==> config.mk <==
export PLATFORM = sky130hd
export DESIGN_NAME = led_axi4_burst_slave
export DESIGN_NICKNAME = d
export VERILOG_FILES = /design/src/rtl/led_axi_pkg.sv /design/src/rtl/led_axi4_burst_slave_addr_gen.sv /design/src/rtl/led_axi4_burst_slave.sv
export SDC_FILE = /design/constraint.sdc
export NUM_CORES = 1
export LEC_CHECK = 0
export BUFFER_PORTS_ARGS = -buffer_cell sky130_fd_sc_hd__buf_2
export CORE_MARGIN = 2
export CORE_UTILIZATION = 35
export DETAILED_ROUTE_END_ITERATION = 8
export PLACE_DENSITY = 0.61
export SETUP_SLACK_MARGIN = 0.1
export SLEW_MARGIN = 20
export SYNTH_ARGS = -nofsm -noshare
export SYNTH_HDL_FRONTEND = slang
export SYNTH_HIERARCHICAL = 1
export SYNTH_SLANG_ARGS = --single-unit
==> constraint.sdc <==
create_clock -name ACLK -period 6.43 [get_ports ACLK]
set_input_delay 1.286 -clock ACLK [delete_from_list [all_inputs] [get_ports ACLK]]
set_output_delay 1.286 -clock ACLK [all_outputs]
set_load 0.01 [all_outputs]
==> src/rtl/led_axi_pkg.sv <==
// ============================================================================
// Module  : led_axi_pkg
// Purpose : Shared types and constants for the LED AXI4 burst slave.
//           LED_AXI_WRAP_BURST_EN selects WRAP burst support in the slave.
// Revision: 1.0 - initial release
// ============================================================================
`default_nettype none

package led_axi_pkg;

    typedef enum logic [1:0] {
        FIXED = 2'b00,
        INCR  = 2'b01,
        WRAP  = 2'b10,
        RSVD  = 2'b11
    } burst_t;

    localparam logic [1:0] RESP_OKAY   = 2'b00;
    localparam logic [1:0] RESP_SLVERR = 2'b10;

    localparam logic [2:0] c_size_word = 3'd2;

    typedef enum logic [1:0] {
        W_IDLE = 2'd0,
        W_DATA = 2'd1,
        W_RESP = 2'd2
    } wr_state_t;

    typedef enum logic [0:0] {
        R_IDLE = 1'b0,
        R_DATA = 1'b1
    } rd_state_t;

    // A wrap window must be a power-of-two number of beats (2, 4, 8 or 16).
    function automatic logic wrap_len_ok(input logic [7:0] len);
        return (len == 8'd1) || (len == 8'd3) || (len == 8'd7) || (len == 8'd15);
    endfunction

endpackage

`default_nettype wire

==> src/rtl/led_axi4_burst_slave_addr_gen.sv <==
// ============================================================================
// Module  : axi_burst_addr_gen
// Purpose : Combinational next word index and burst-legality flag.
//           WRAP is legal only when LED_AXI_WRAP_BURST_EN is defined.
// Revision: 1.0 - initial release
// ============================================================================
`default_nettype none

module axi_burst_addr_gen
    import led_axi_pkg::*;
#(
    parameter int IDX_W = 4
) (
    input  logic [IDX_W-1:0] i_idx,
    input  logic [7:0]       i_len,
    input  logic [2:0]       i_size,
    input  logic [1:0]       i_burst,
    output logic [IDX_W-1:0] o_next_idx,
    output logic             o_err
);

`ifdef LED_AXI_WRAP_BURST_EN
    localparam bit c_wrap_en = 1'b1;
`else
    localparam bit c_wrap_en = 1'b0;
`endif

    logic [IDX_W-1:0] w_inc;
    logic [IDX_W-1:0] w_mask;
    logic             w_wrap_ok;

    assign w_inc     = i_idx + IDX_W'(1);
    assign w_mask    = IDX_W'(i_len);
    assign w_wrap_ok = c_wrap_en && wrap_len_ok(i_len);

    always_comb begin
        o_next_idx = i_idx;
        o_err      = (i_size != c_size_word);
        case (burst_t'(i_burst))
            FIXED: o_next_idx = i_idx;
            INCR:  o_next_idx = w_inc;
            WRAP: begin
                // Low bits step within the window, high bits stay on its aligned base.
                o_next_idx = (i_idx & ~w_mask) | (w_inc & w_mask);
                if (!w_wrap_ok) begin
                    o_err = 1'b1;
                end
            end
            default: o_err = 1'b1;
        endcase
    end

endmodule

`default_nettype wire

==> src/rtl/led_axi4_burst_slave.sv <==
// ============================================================================
// Module  : led_axi4_burst_slave
// Purpose : AXI4 burst slave over a small register bank; word 0 drives the LEDs.
//           Define LED_AXI_WRAP_BURST_EN to accept WRAP bursts.
// Revision: 1.0 - initial release
// ============================================================================
`default_nettype none

module led_axi4_burst_slave
    import led_axi_pkg::*;
#(
    parameter int C_ID_WIDTH   = 1,
    parameter int C_DATA_WIDTH = 32,
    parameter int C_ADDR_WIDTH = 6,
    parameter int C_MEM_WORDS  = 16,
    parameter int C_NUM_LEDS   = 4
) (
    input  logic                      ACLK,
    input  logic                      ARESET,
    input  logic [C_ID_WIDTH-1:0]     S_AXI_AWID,
    input  logic [C_ADDR_WIDTH-1:0]   S_AXI_AWADDR,
    input  logic [7:0]                S_AXI_AWLEN,
    input  logic [2:0]                S_AXI_AWSIZE,
    input  logic [1:0]                S_AXI_AWBURST,
    input  logic                      S_AXI_AWLOCK,
    input  logic [3:0]                S_AXI_AWCACHE,
    input  logic [2:0]                S_AXI_AWPROT,
    input  logic [3:0]                S_AXI_AWQOS,
    input  logic [3:0]                S_AXI_AWREGION,
    input  logic                      S_AXI_AWVALID,
    output logic                      S_AXI_AWREADY,
    input  logic [C_DATA_WIDTH-1:0]   S_AXI_WDATA,
    input  logic [C_DATA_WIDTH/8-1:0] S_AXI_WSTRB,
    input  logic                      S_AXI_WLAST,
    input  logic                      S_AXI_WVALID,
    output logic                      S_AXI_WREADY,
    output logic [C_ID_WIDTH-1:0]     S_AXI_BID,
    output logic [1:0]                S_AXI_BRESP,
    output logic                      S_AXI_BVALID,
    input  logic                      S_AXI_BREADY,
    input  logic [C_ID_WIDTH-1:0]     S_AXI_ARID,
    input  logic [C_ADDR_WIDTH-1:0]   S_AXI_ARADDR,
    input  logic [7:0]                S_AXI_ARLEN,
    input  logic [2:0]                S_AXI_ARSIZE,
    input  logic [1:0]                S_AXI_ARBURST,
    input  logic                      S_AXI_ARLOCK,
    input  logic [3:0]                S_AXI_ARCACHE,
    input  logic [2:0]                S_AXI_ARPROT,
    input  logic [3:0]                S_AXI_ARQOS,
    input  logic [3:0]                S_AXI_ARREGION,
    input  logic                      S_AXI_ARVALID,
    output logic                      S_AXI_ARREADY,
    output logic [C_ID_WIDTH-1:0]     S_AXI_RID,
    output logic [C_DATA_WIDTH-1:0]   S_AXI_RDATA,
    output logic [1:0]                S_AXI_RRESP,
    output logic                      S_AXI_RLAST,
    output logic                      S_AXI_RVALID,
    input  logic                      S_AXI_RREADY,
    output logic [C_NUM_LEDS-1:0]     led_o
);

    localparam int c_idx_w  = $clog2(C_MEM_WORDS);
    localparam int c_nbytes = C_DATA_WIDTH / 8;

    logic [C_DATA_WIDTH-1:0] r_mem [C_MEM_WORDS];
    logic [C_NUM_LEDS-1:0]   r_led;

    // ------------------------------------------------------------ write side
    wr_state_t               r_wr_state;
    logic                    r_awready;
    logic                    r_wready;
    logic                    r_bvalid;
    logic [1:0]              r_bresp;
    logic [C_ID_WIDTH-1:0]   r_bid;
    logic [c_idx_w-1:0]      r_wr_idx;
    logic [7:0]              r_wr_len;
    logic [2:0]              r_wr_size;
    logic [1:0]              r_wr_burst;
    logic [7:0]              r_wr_cnt;
    logic                    r_wr_over;

    logic [c_idx_w-1:0]      w_wr_next_idx;
    logic                    w_wr_cfg_err;
    logic                    w_aw_hs;
    logic                    w_w_hs;
    logic                    w_b_hs;
    logic                    w_wr_en;
    logic [C_DATA_WIDTH-1:0] w_wr_word;

    assign w_aw_hs = S_AXI_AWVALID && r_awready;
    assign w_w_hs  = S_AXI_WVALID && r_wready;
    assign w_b_hs  = r_bvalid && S_AXI_BREADY;

    axi_burst_addr_gen #(
        .IDX_W (c_idx_w)
    ) u_wr_addr_gen (
        .i_idx      (r_wr_idx),
        .i_len      (r_wr_len),
        .i_size     (r_wr_size),
        .i_burst    (r_wr_burst),
        .o_next_idx (w_wr_next_idx),
        .o_err      (w_wr_cfg_err)
    );

    always_ff @(posedge ACLK) begin
        if (ARESET) begin
            r_wr_state <= W_IDLE;
            r_awready  <= 1'b0;
            r_wready   <= 1'b0;
            r_bvalid   <= 1'b0;
            r_bresp    <= RESP_OKAY;
            r_bid      <= '0;
            r_wr_idx   <= '0;
            r_wr_len   <= '0;
            r_wr_size  <= '0;
            r_wr_burst <= '0;
            r_wr_cnt   <= '0;
            r_wr_over  <= 1'b0;
        end else begin
            case (r_wr_state)
                W_IDLE: begin
                    if (w_aw_hs) begin
                        r_bid      <= S_AXI_AWID;
                        r_wr_idx   <= S_AXI_AWADDR[2 +: c_idx_w];
                        r_wr_len   <= S_AXI_AWLEN;
                        r_wr_size  <= S_AXI_AWSIZE;
                        r_wr_burst <= S_AXI_AWBURST;
                        r_wr_cnt   <= '0;
                        r_wr_over  <= 1'b0;
                        r_awready  <= 1'b0;
                        r_wready   <= 1'b1;
                        r_wr_state <= W_DATA;
                    end else begin
                        r_awready <= 1'b1;
                    end
                end
                W_DATA: begin
                    if (w_w_hs) begin
                        if (S_AXI_WLAST) begin
                            r_wready   <= 1'b0;
                            r_bvalid   <= 1'b1;
                            r_bresp    <= (w_wr_cfg_err || r_wr_over || (r_wr_cnt != r_wr_len))
                                          ? RESP_SLVERR : RESP_OKAY;
                            r_wr_state <= W_RESP;
                        end else if (!r_wr_over) begin
                            // Final beat seen without WLAST: swallow the rest of the burst.
                            if (r_wr_cnt == r_wr_len) begin
                                r_wr_over <= 1'b1;
                            end else begin
                                r_wr_cnt <= r_wr_cnt + 8'd1;
                                r_wr_idx <= w_wr_next_idx;
                            end
                        end
                    end
                end
                W_RESP: begin
                    if (w_b_hs) begin
                        r_bvalid   <= 1'b0;
                        r_awready  <= 1'b1;
                        r_wr_state <= W_IDLE;
                    end
                end
                default: r_wr_state <= W_IDLE;
            endcase
        end
    end

    always_comb begin
        w_wr_word = r_mem[r_wr_idx];
        for (int b = 0; b < c_nbytes; b++) begin
            if (S_AXI_WSTRB[b]) begin
                w_wr_word[8*b +: 8] = S_AXI_WDATA[8*b +: 8];
            end
        end
    end

    assign w_wr_en = w_w_hs && (r_wr_state == W_DATA) && !r_wr_over && !w_wr_cfg_err;

    // LEDs take the merged word on the same edge as the bank so they track word 0 exactly.
    always_ff @(posedge ACLK) begin
        if (ARESET) begin
            for (int i = 0; i < C_MEM_WORDS; i++) begin
                r_mem[i] <= '0;
            end
            r_led <= '0;
        end else if (w_wr_en) begin
            r_mem[r_wr_idx] <= w_wr_word;
            if (r_wr_idx == '0) begin
                r_led <= w_wr_word[C_NUM_LEDS-1:0];
            end
        end
    end

    // ------------------------------------------------------------- read side
    rd_state_t               r_rd_state;
    logic                    r_arready;
    logic                    r_rvalid;
    logic                    r_rlast;
    logic [1:0]              r_rresp;
    logic [C_ID_WIDTH-1:0]   r_rid;
    logic [C_DATA_WIDTH-1:0] r_rdata;
    logic [c_idx_w-1:0]      r_rd_idx;
    logic [7:0]              r_rd_len;
    logic [2:0]              r_rd_size;
    logic [1:0]              r_rd_burst;
    logic [7:0]              r_rd_cnt;

    logic [c_idx_w-1:0]      w_rd_gen_idx;
    logic [7:0]              w_rd_gen_len;
    logic [2:0]              w_rd_gen_size;
    logic [1:0]              w_rd_gen_burst;
    logic [c_idx_w-1:0]      w_rd_next_idx;
    logic                    w_rd_err;
    logic                    w_ar_hs;
    logic                    w_r_hs;

    assign w_ar_hs = S_AXI_ARVALID && r_arready;
    assign w_r_hs  = r_rvalid && S_AXI_RREADY;

    // While idle the generator judges the incoming AR request; afterwards the latched burst.
    always_comb begin
        if (r_rd_state == R_IDLE) begin
            w_rd_gen_idx   = S_AXI_ARADDR[2 +: c_idx_w];
            w_rd_gen_len   = S_AXI_ARLEN;
            w_rd_gen_size  = S_AXI_ARSIZE;
            w_rd_gen_burst = S_AXI_ARBURST;
        end else begin
            w_rd_gen_idx   = r_rd_idx;
            w_rd_gen_len   = r_rd_len;
            w_rd_gen_size  = r_rd_size;
            w_rd_gen_burst = r_rd_burst;
        end
    end

    axi_burst_addr_gen #(
        .IDX_W (c_idx_w)
    ) u_rd_addr_gen (
        .i_idx      (w_rd_gen_idx),
        .i_len      (w_rd_gen_len),
        .i_size     (w_rd_gen_size),
        .i_burst    (w_rd_gen_burst),
        .o_next_idx (w_rd_next_idx),
        .o_err      (w_rd_err)
    );

    always_ff @(posedge ACLK) begin
        if (ARESET) begin
            r_rd_state <= R_IDLE;
            r_arready  <= 1'b0;
            r_rvalid   <= 1'b0;
            r_rlast    <= 1'b0;
            r_rresp    <= RESP_OKAY;
            r_rid      <= '0;
            r_rdata    <= '0;
            r_rd_idx   <= '0;
            r_rd_len   <= '0;
            r_rd_size  <= '0;
            r_rd_burst <= '0;
            r_rd_cnt   <= '0;
        end else begin
            case (r_rd_state)
                R_IDLE: begin
                    if (w_ar_hs) begin
                        r_rid      <= S_AXI_ARID;
                        r_rd_idx   <= w_rd_gen_idx;
                        r_rd_len   <= S_AXI_ARLEN;
                        r_rd_size  <= S_AXI_ARSIZE;
                        r_rd_burst <= S_AXI_ARBURST;
                        r_rd_cnt   <= '0;
                        r_arready  <= 1'b0;
                        r_rvalid   <= 1'b1;
                        r_rlast    <= (S_AXI_ARLEN == 8'd0);
                        r_rresp    <= w_rd_err ? RESP_SLVERR : RESP_OKAY;
                        r_rdata    <= w_rd_err ? '0 : r_mem[w_rd_gen_idx];
                        r_rd_state <= R_DATA;
                    end else begin
                        r_arready <= 1'b1;
                    end
                end
                R_DATA: begin
                    if (w_r_hs) begin
                        if (r_rlast) begin
                            r_rvalid   <= 1'b0;
                            r_rlast    <= 1'b0;
                            r_arready  <= 1'b1;
                            r_rd_state <= R_IDLE;
                        end else begin
                            r_rd_cnt <= r_rd_cnt + 8'd1;
                            r_rd_idx <= w_rd_next_idx;
                            r_rlast  <= ((r_rd_cnt + 8'd1) == r_rd_len);
                            r_rdata  <= w_rd_err ? '0 : r_mem[w_rd_next_idx];
                        end
                    end
                end
                default: r_rd_state <= R_IDLE;
            endcase
        end
    end

    assign S_AXI_AWREADY = r_awready;
    assign S_AXI_WREADY  = r_wready;
    assign S_AXI_BVALID  = r_bvalid;
    assign S_AXI_BRESP   = r_bresp;
    assign S_AXI_BID     = r_bid;
    assign S_AXI_ARREADY = r_arready;
    assign S_AXI_RVALID  = r_rvalid;
    assign S_AXI_RLAST   = r_rlast;
    assign S_AXI_RRESP   = r_rresp;
    assign S_AXI_RID     = r_rid;
    assign S_AXI_RDATA   = r_rdata;
    assign led_o         = r_led;

    // Sideband and sub-word address bits carry no meaning for this bank.
    logic w_unused_sideband;
    assign w_unused_sideband = ^{S_AXI_AWADDR, S_AXI_AWLOCK, S_AXI_AWCACHE, S_AXI_AWPROT,
                                 S_AXI_AWQOS, S_AXI_AWREGION, S_AXI_ARADDR, S_AXI_ARLOCK,
                                 S_AXI_ARCACHE, S_AXI_ARPROT, S_AXI_ARQOS, S_AXI_ARREGION};

endmodule

`default_nettype wire

==> run metrics, run 1 <==
share of layout cells above drive strength 1=21.0%; first-pass GRT wire length=192000 um; Hold Vio Cnt, Final=0; FF-to-FF setup slack=1.89 ns; fill cell count=9921; via count=28800; critical path class=register to register; drt total wl=133000 um; TritonCTS buffer count=70; Initial Util=35.2%; Hold-fix buffers, CTS=0; CP top delay family=simple AND/OR/NAND/NOR gates; Slew headroom=12.1%; Worst setup SP type=register; Max VDD drop=0.169 mV; HP Start=led_o[2]; Syn Area/Cell=11.6 um2; DR DRC count=0; Crit Path Max Fanout=36; post-CTS setup buffers=0; Period minus WS final=4.54 ns; drt pass-1 iters=8; CP Data Arrival Time=5.11 ns; Pins Over Slew Limit=0; Worst-Skew Late Latency=0.65 ns; Leak=13.9 nW; DP HPWL=77600 um; outcome=complete, no violations; HP Class=register to register; CTS tree=yes; Min Hold Slack=0.451 ns; worst hold stages=1; Post-Syn Area=36400 um2; fin nets=3270; Critical Path, Cell by Cell=buf_4 -> nor2b_1 -> a21oi_1 -> clkinv_1 -> nand3_1 -> o32ai_1 -> a21boi_4 -> buf_4 -> nor2b_1 -> a22oi_1 -> o2111ai_1 -> and3_1; RSZ-0062 raised after global routing=false; antenna viol nets, final=0; CTS sink cnt=616; Setup Skew=0.0274 ns; I/O pin count=164; Buf/Inv on CP=3; P&R area growth vs syn=11.6%; Crit Reg-Reg Startpoint=r_rd_state; Worst R2R End=S_AXI_RDATA[25]; initial drt markers=4320; die area=107000 um2; FMAX=220 MHz; Ys Warns=6; CP max stage delay=1.10 ns; Setup violations, final=0; DIE WIDTH=327 um; R2R cell count=12; routability cong.=0.834; Worst Tran Pin Value=1.32 ns; PD cells=261 nW/um2; Core Footprint=103000 um2; CP endpoint kind=register; Final period util=70.6%; Max H-tree Level=3; clk slew on worst S/H paths=0.06 ns; post-synthesis cell count=3141; initial antenna violation count=4; fin worst setup slack=1.89 ns; vias per inst=6.28; Total GRT Usage=24.5%; slowest stage cell, crit path=nor2b_1; CTS root buffer=clkbuf_16; clk buf depth=3; routed len/inst=29.0 um; GR Overflow Total=0; largest net degree at the start of global routing=64; Pwr Total=10.6 mW; setup TNS=0 ns; Die Ht=327 um; max-cap viol count=0; row count=118; Place WS=1.40 ns; WHS Endpoint=led_o[2]; CP required=7.00 ns; port bufs=125; vias in the first global route=28200; cts repair resizes=0
-- cells in the final DEF, fill, tap and decap left out, types with 50 or more instances in the layout --
cell,instances
mux4_2,253
o21ai_0,75
a211oi_1,50
edfxtp_1,512
a22oi_1,50
buf_2,125
buf_4,80
nand2b_1,61
nor2_1,651
dfxtp_1,100
clkbuf_16,71
a21oi_1,166
mux2i_1,195
nand2_1,176
-- how the worst max path moves through the flow --
stage | startpoint | end | slack (ns) | cells past startpoint
4_1_cts | r_rd_state | S_AXI_RDATA[31] | 2.01 | 12
5_1_grt | r_rd_state | S_AXI_RDATA[3] | 1.80 | 12
3_5_place_dp | S_AXI_ARADDR[3] | S_AXI_RDATA[19] | 1.40 | 12
2_1_floorplan | S_AXI_ARADDR[2] | S_AXI_RDATA[14] | 2.17 | 16
6_report | r_rd_state | S_AXI_RDATA[25] | 1.89 | 12
3_3_place_gp | S_AXI_ARADDR[3] | S_AXI_RDATA[31] | 1.50 | 13
-- final cells by class --
| type | instances | area [um2] | area share (%) |
|---|---|---|---|
| multi-input combinational | 2206 | 17600 | 43.5 |
| sequential | 616 | 17500 | 43.0 |
| clock buffer | 107 | 2030 | 5.00 |
| tap | 1380 | 1730 | 4.25 |
| timing repair buffer | 212 | 1370 | 3.36 |
| clock inverter | 23 | 223 | 0.548 |
| inverter | 38 | 148 | 0.363 |
| antenna | 1 | 2.50 | 0.00616 |
-- report_power, final --
group | internal, mW | leakage (nW) | switching [mW]
registers | 4.45 | 6.13 | 0.136
logic | 0.778 | 6.68 | 1.25
clock network | 2.28 | 1.10 | 1.71
total | 7.50 | 13.9 | 3.10
-- flip-flops by register name (all words and copies together) (netlist names), 2 cells and up, named ones only --
signal,count
r_wr_cnt,8
r_rd_size,3
r_mem,512
r_wr_burst,2
r_rd_burst,2
r_wr_size,3
led_o,4
r_wr_idx,4
r_rd_len,8
r_rd_idx,4
r_rd_cnt,8
r_wr_state,2
S_AXI_RDATA,32
r_wr_len,8
-- per-layer routing --
layer / vias up / global-route usage (%) / share of wire (%)
met2: 1964 / 39.8 / 47
met5: - / 0 / 0.023
met1: 14400 / 30.8 / 36
li1: 12100 / - / -
met4: 4 / 11.8 / 5.2
met3: 390 / 5.66 / 12
-- metrics by stage --
stage / util, % / cell area [um2] / instances
2_1_floorplan: - / 36400 / 3142
5_1_grt: 39.3 / 40600 / 4583
3_5_place_dp: 37.1 / 38400 / 4452
3_3_place_gp: 37.1 / 38400 / 4452
6_report: 39.3 / 40600 / 4583
4_1_cts: 39.3 / 40600 / 4582
-- worst register-to-register path: cells and delay by family, from the launching register on --
family          cells  cell delay (ns)
flops               1             0.66
buf+inv             3             1.29
simple gates        4             1.59
compound gates      5             0.93
Power figures use the tool's default switching activity.
==> inputs of run 2 (changes only) <==
==> constraint.sdc (replaced) <==
create_clock -name ACLK -period 4.54 [get_ports ACLK]
set_input_delay 0.908 -clock ACLK [delete_from_list [all_inputs] [get_ports ACLK]]
set_output_delay 0.908 -clock ACLK [all_outputs]
set_load 0.01 [all_outputs]
==> run 2 against run 1 <==
Via count is 0.50% higher. Clock skew is 0.021 ns higher. Worst hold slack lost 0.0012 ns. Fmax is 20% higher. Global-route usage increased by 0.081 points. Clock power is 41% higher. Design area increased by 1.2%. Sequential cell count is the same. Final cell count rose by 0.59%. Power up 42%. Wire length rose by 0.60%. Combinational power up 45%. Critical endpoint is now S_AXI_RDATA[28].
==> run metrics, run 2 (same netlist as run 1, synthesis figures left out) <==
post-CTS setup buffers=0 (unchanged); initial antenna violation count=2 (was 4); DP HPWL=78800 um (was 77600 um); routability cong.=0.868 (was 0.834); DIE WIDTH=327 um (unchanged); Min Hold Slack=0.450 ns (was 0.451 ns); most common cell after layout, fill and taps aside=nor2_1 (unchanged); Worst R2R End=S_AXI_RDATA[28] (was S_AXI_RDATA[25]); vias in the first global route=28300 (was 28200); CP Data Arrival Time=4.27 ns (was 5.11 ns); fin nets=3299 (was 3270); share of layout cells above drive strength 1=21.7% (was 21.0%); Slew headroom=22.5% (was 12.1%); cts repair resizes=0 (unchanged); RSZ-0062 raised after global routing=false (unchanged); clk slew on worst S/H paths=0.06 ns (about the same); Total GRT Usage=24.6% (was 24.5%); Die Ht=327 um (unchanged); largest net degree at the start of global routing=54 (was 64); drt pass-1 iters=6 (was 8); Initial Util=35.2% (unchanged); row count=118 (unchanged); fin worst setup slack=0.773 ns (was 1.89 ns); design area=41100 um2 (was 40600 um2); PD cells=367 nW/um2 (was 261 nW/um2); Clk pwr share=37.3% (was 37.6%); initial drt markers=4067 (was 4320); Largest register FFs=512 (unchanged); Hold Vio Cnt, Final=0 (unchanged); Post-Place Cell Area=38900 um2 (was 38400 um2); Hold-fix buffers, CTS=0 (unchanged); CP max stage delay=0.65 ns (was 1.10 ns); CTS sink cnt=616 (unchanged); Worst setup SP type=register (unchanged); via count=28900 (was 28800); setup TNS=0 ns (unchanged); outcome=complete, no violations (unchanged); HP Class=register to register (unchanged); Core Footprint=103000 um2 (unchanged); sw power=4.36 mW (was 3.10 mW); Final period util=83.0% (was 70.6%); slowest stage cell, crit path=dfxtp_4 (was nor2b_1); Pwr Total=15.1 mW (was 10.6 mW); vias per inst=6.28 (about the same); Max VDD drop=0.277 mV (was 0.169 mV); TritonCTS buffer count=69 (was 70); Leak=14.1 nW (was 13.9 nW); CP required=5.04 ns (was 7.00 ns); Comb pwr share=19.6% (was 19.2%); clk buf depth=3 (unchanged); Max H-tree Level=3 (unchanged); HP Start=led_o[1] (was led_o[2]); Internal Power=10.7 mW (was 7.50 mW); Place WS=0.501 ns (was 1.40 ns); R2R cell count=11 (was 12); Critical Path, Cell by Cell=mux2_2 -> inv_1 -> ha_1 -> a21oi_1 -> nor3b_1 -> a21o_4 -> buf_12 -> mux4_2 -> mux4_2 -> nor2_1 -> a21oi_1 (was buf_4 -> nor2b_1 -> a21oi_1 -> clkinv_1 -> nand3_1 -> o32ai_1 -> a21boi_4 -> buf_4 -> nor2b_1 -> a22oi_1 -> o2111ai_1 -> and3_1); FF-to-FF setup slack=0.77 ns (was 1.89 ns); routed len/inst=29.0 um (about the same); post-layout utilization of the core=39.8% (was 39.3%); Crit Path Max Fanout=36 (unchanged); CTS root buffer=clkbuf_16 (unchanged); I/O pin count=164 (unchanged); most frequent cells in the layout=653 x nor2_1, 512 x edfxtp_1, 253 x mux4_2, 195 x mux2i_1, 176 x nand2_1 (was 651 x nor2_1, 512 x edfxtp_1, 253 x mux4_2, 195 x mux2i_1, 176 x nand2_1); FMAX=265 MHz (was 220 MHz); Setup Skew=0.0480 ns (was 0.0274 ns); Buf/Inv on CP=2 (was 3); Largest Register=r_mem (unchanged); worst hold stages=1 (unchanged); DR DRC count=0 (unchanged); multi-input logic area=17600 um2 (about the same); antenna viol nets, final=0 (unchanged); CP endpoint kind=register (unchanged); CTS tree=yes (unchanged); Setup violations, final=0 (unchanged); Sw Ratio=28.9% (was 29.3%); Crit Reg-Reg Startpoint=r_rd_state (unchanged); Worst Tran Pin Value=1.16 ns (was 1.32 ns); max-cap viol count=0 (unchanged); fill cell count=9765 (was 9921); sequential power share=43.1% (was 43.2%); CP top delay family=multiplexers (was simple AND/OR/NAND/NOR gates); P&R area growth vs syn=12.9% (was 11.6%); Post-Layout Cell Count=4610 (was 4583); Pins Over Slew Limit=0 (unchanged); FF/Latch Area=17500 um2 (unchanged); die area=107000 um2 (unchanged); first-pass GRT wire length=193000 um (was 192000 um); Cells after DPL=4482 (was 4452); critical path class=register to register (unchanged); WHS Endpoint=led_o[1] (was led_o[2]); port bufs=125 (unchanged); GR Overflow Total=0 (unchanged); Period minus WS final=3.77 ns (was 4.54 ns); Worst-Skew Late Latency=0.64 ns (was 0.65 ns); drt total wl=134000 um (was 133000 um)
[run 2: layout make-up]
class | instances | share of cell area (%)
multi-input cells | 2206 | 42.9
flip-flops and latches | 616 | 42.5
clock buffers | 99 | 4.88
repair buffers | 242 | 4.60
well taps | 1380 | 4.20
clock inverters | 27 | 0.551
inverters | 38 | 0.359
diodes | 2 | 0.0122
[run 2: power by group through the flow]
stage	Clock (mW)	Sequential [mW]	Combinational (mW)
after floorplan	0	6.51	2.00
after global placement	0	6.59	2.88
after detailed placement	0	6.60	2.90
after CTS	5.68	6.48	2.91
after global routing	5.89	6.51	3.09
final	5.63	6.49	2.95
[run 2: worst register-to-register path, stage by stage (launching register included)]
cell and delay, ns:
dfxtp_4 0.65, mux2_2 0.42, inv_1 0.09, ha_1 0.28
a21oi_1 0.11, nor3b_1 0.23, a21o_4 0.34, buf_12 0.33
mux4_2 0.59, mux4_2 0.47, nor2_1 0.11, a21oi_1 0.05
[run 2: worst max path at each step]
| stage | to | cells after the start | from | slack, ns |
|---|---|---|---|---|
| floorplan | S_AXI_RDATA[12] | 18 | r_rd_state | 0.36 |
| global placement | S_AXI_RDATA[28] | 11 | S_AXI_ARBURST[0] | 0.51 |
| detailed placement | S_AXI_RDATA[28] | 11 | S_AXI_ARBURST[0] | 0.50 |
| CTS | S_AXI_RDATA[28] | 10 | r_rd_state | 0.75 |
| global route | S_AXI_RDATA[28] | 11 | r_rd_state | 0.53 |
| finish | S_AXI_RDATA[28] | 11 | r_rd_state | 0.77 |
[run 2: layer usage]
layer | GRT usage (%) | share of wire, %
met1 | 31.4 | 37
met2 | 39.9 | 47
met3 | 4.73 | 11
met4 | 12.4 | 5.3
met5 | 0 | 0
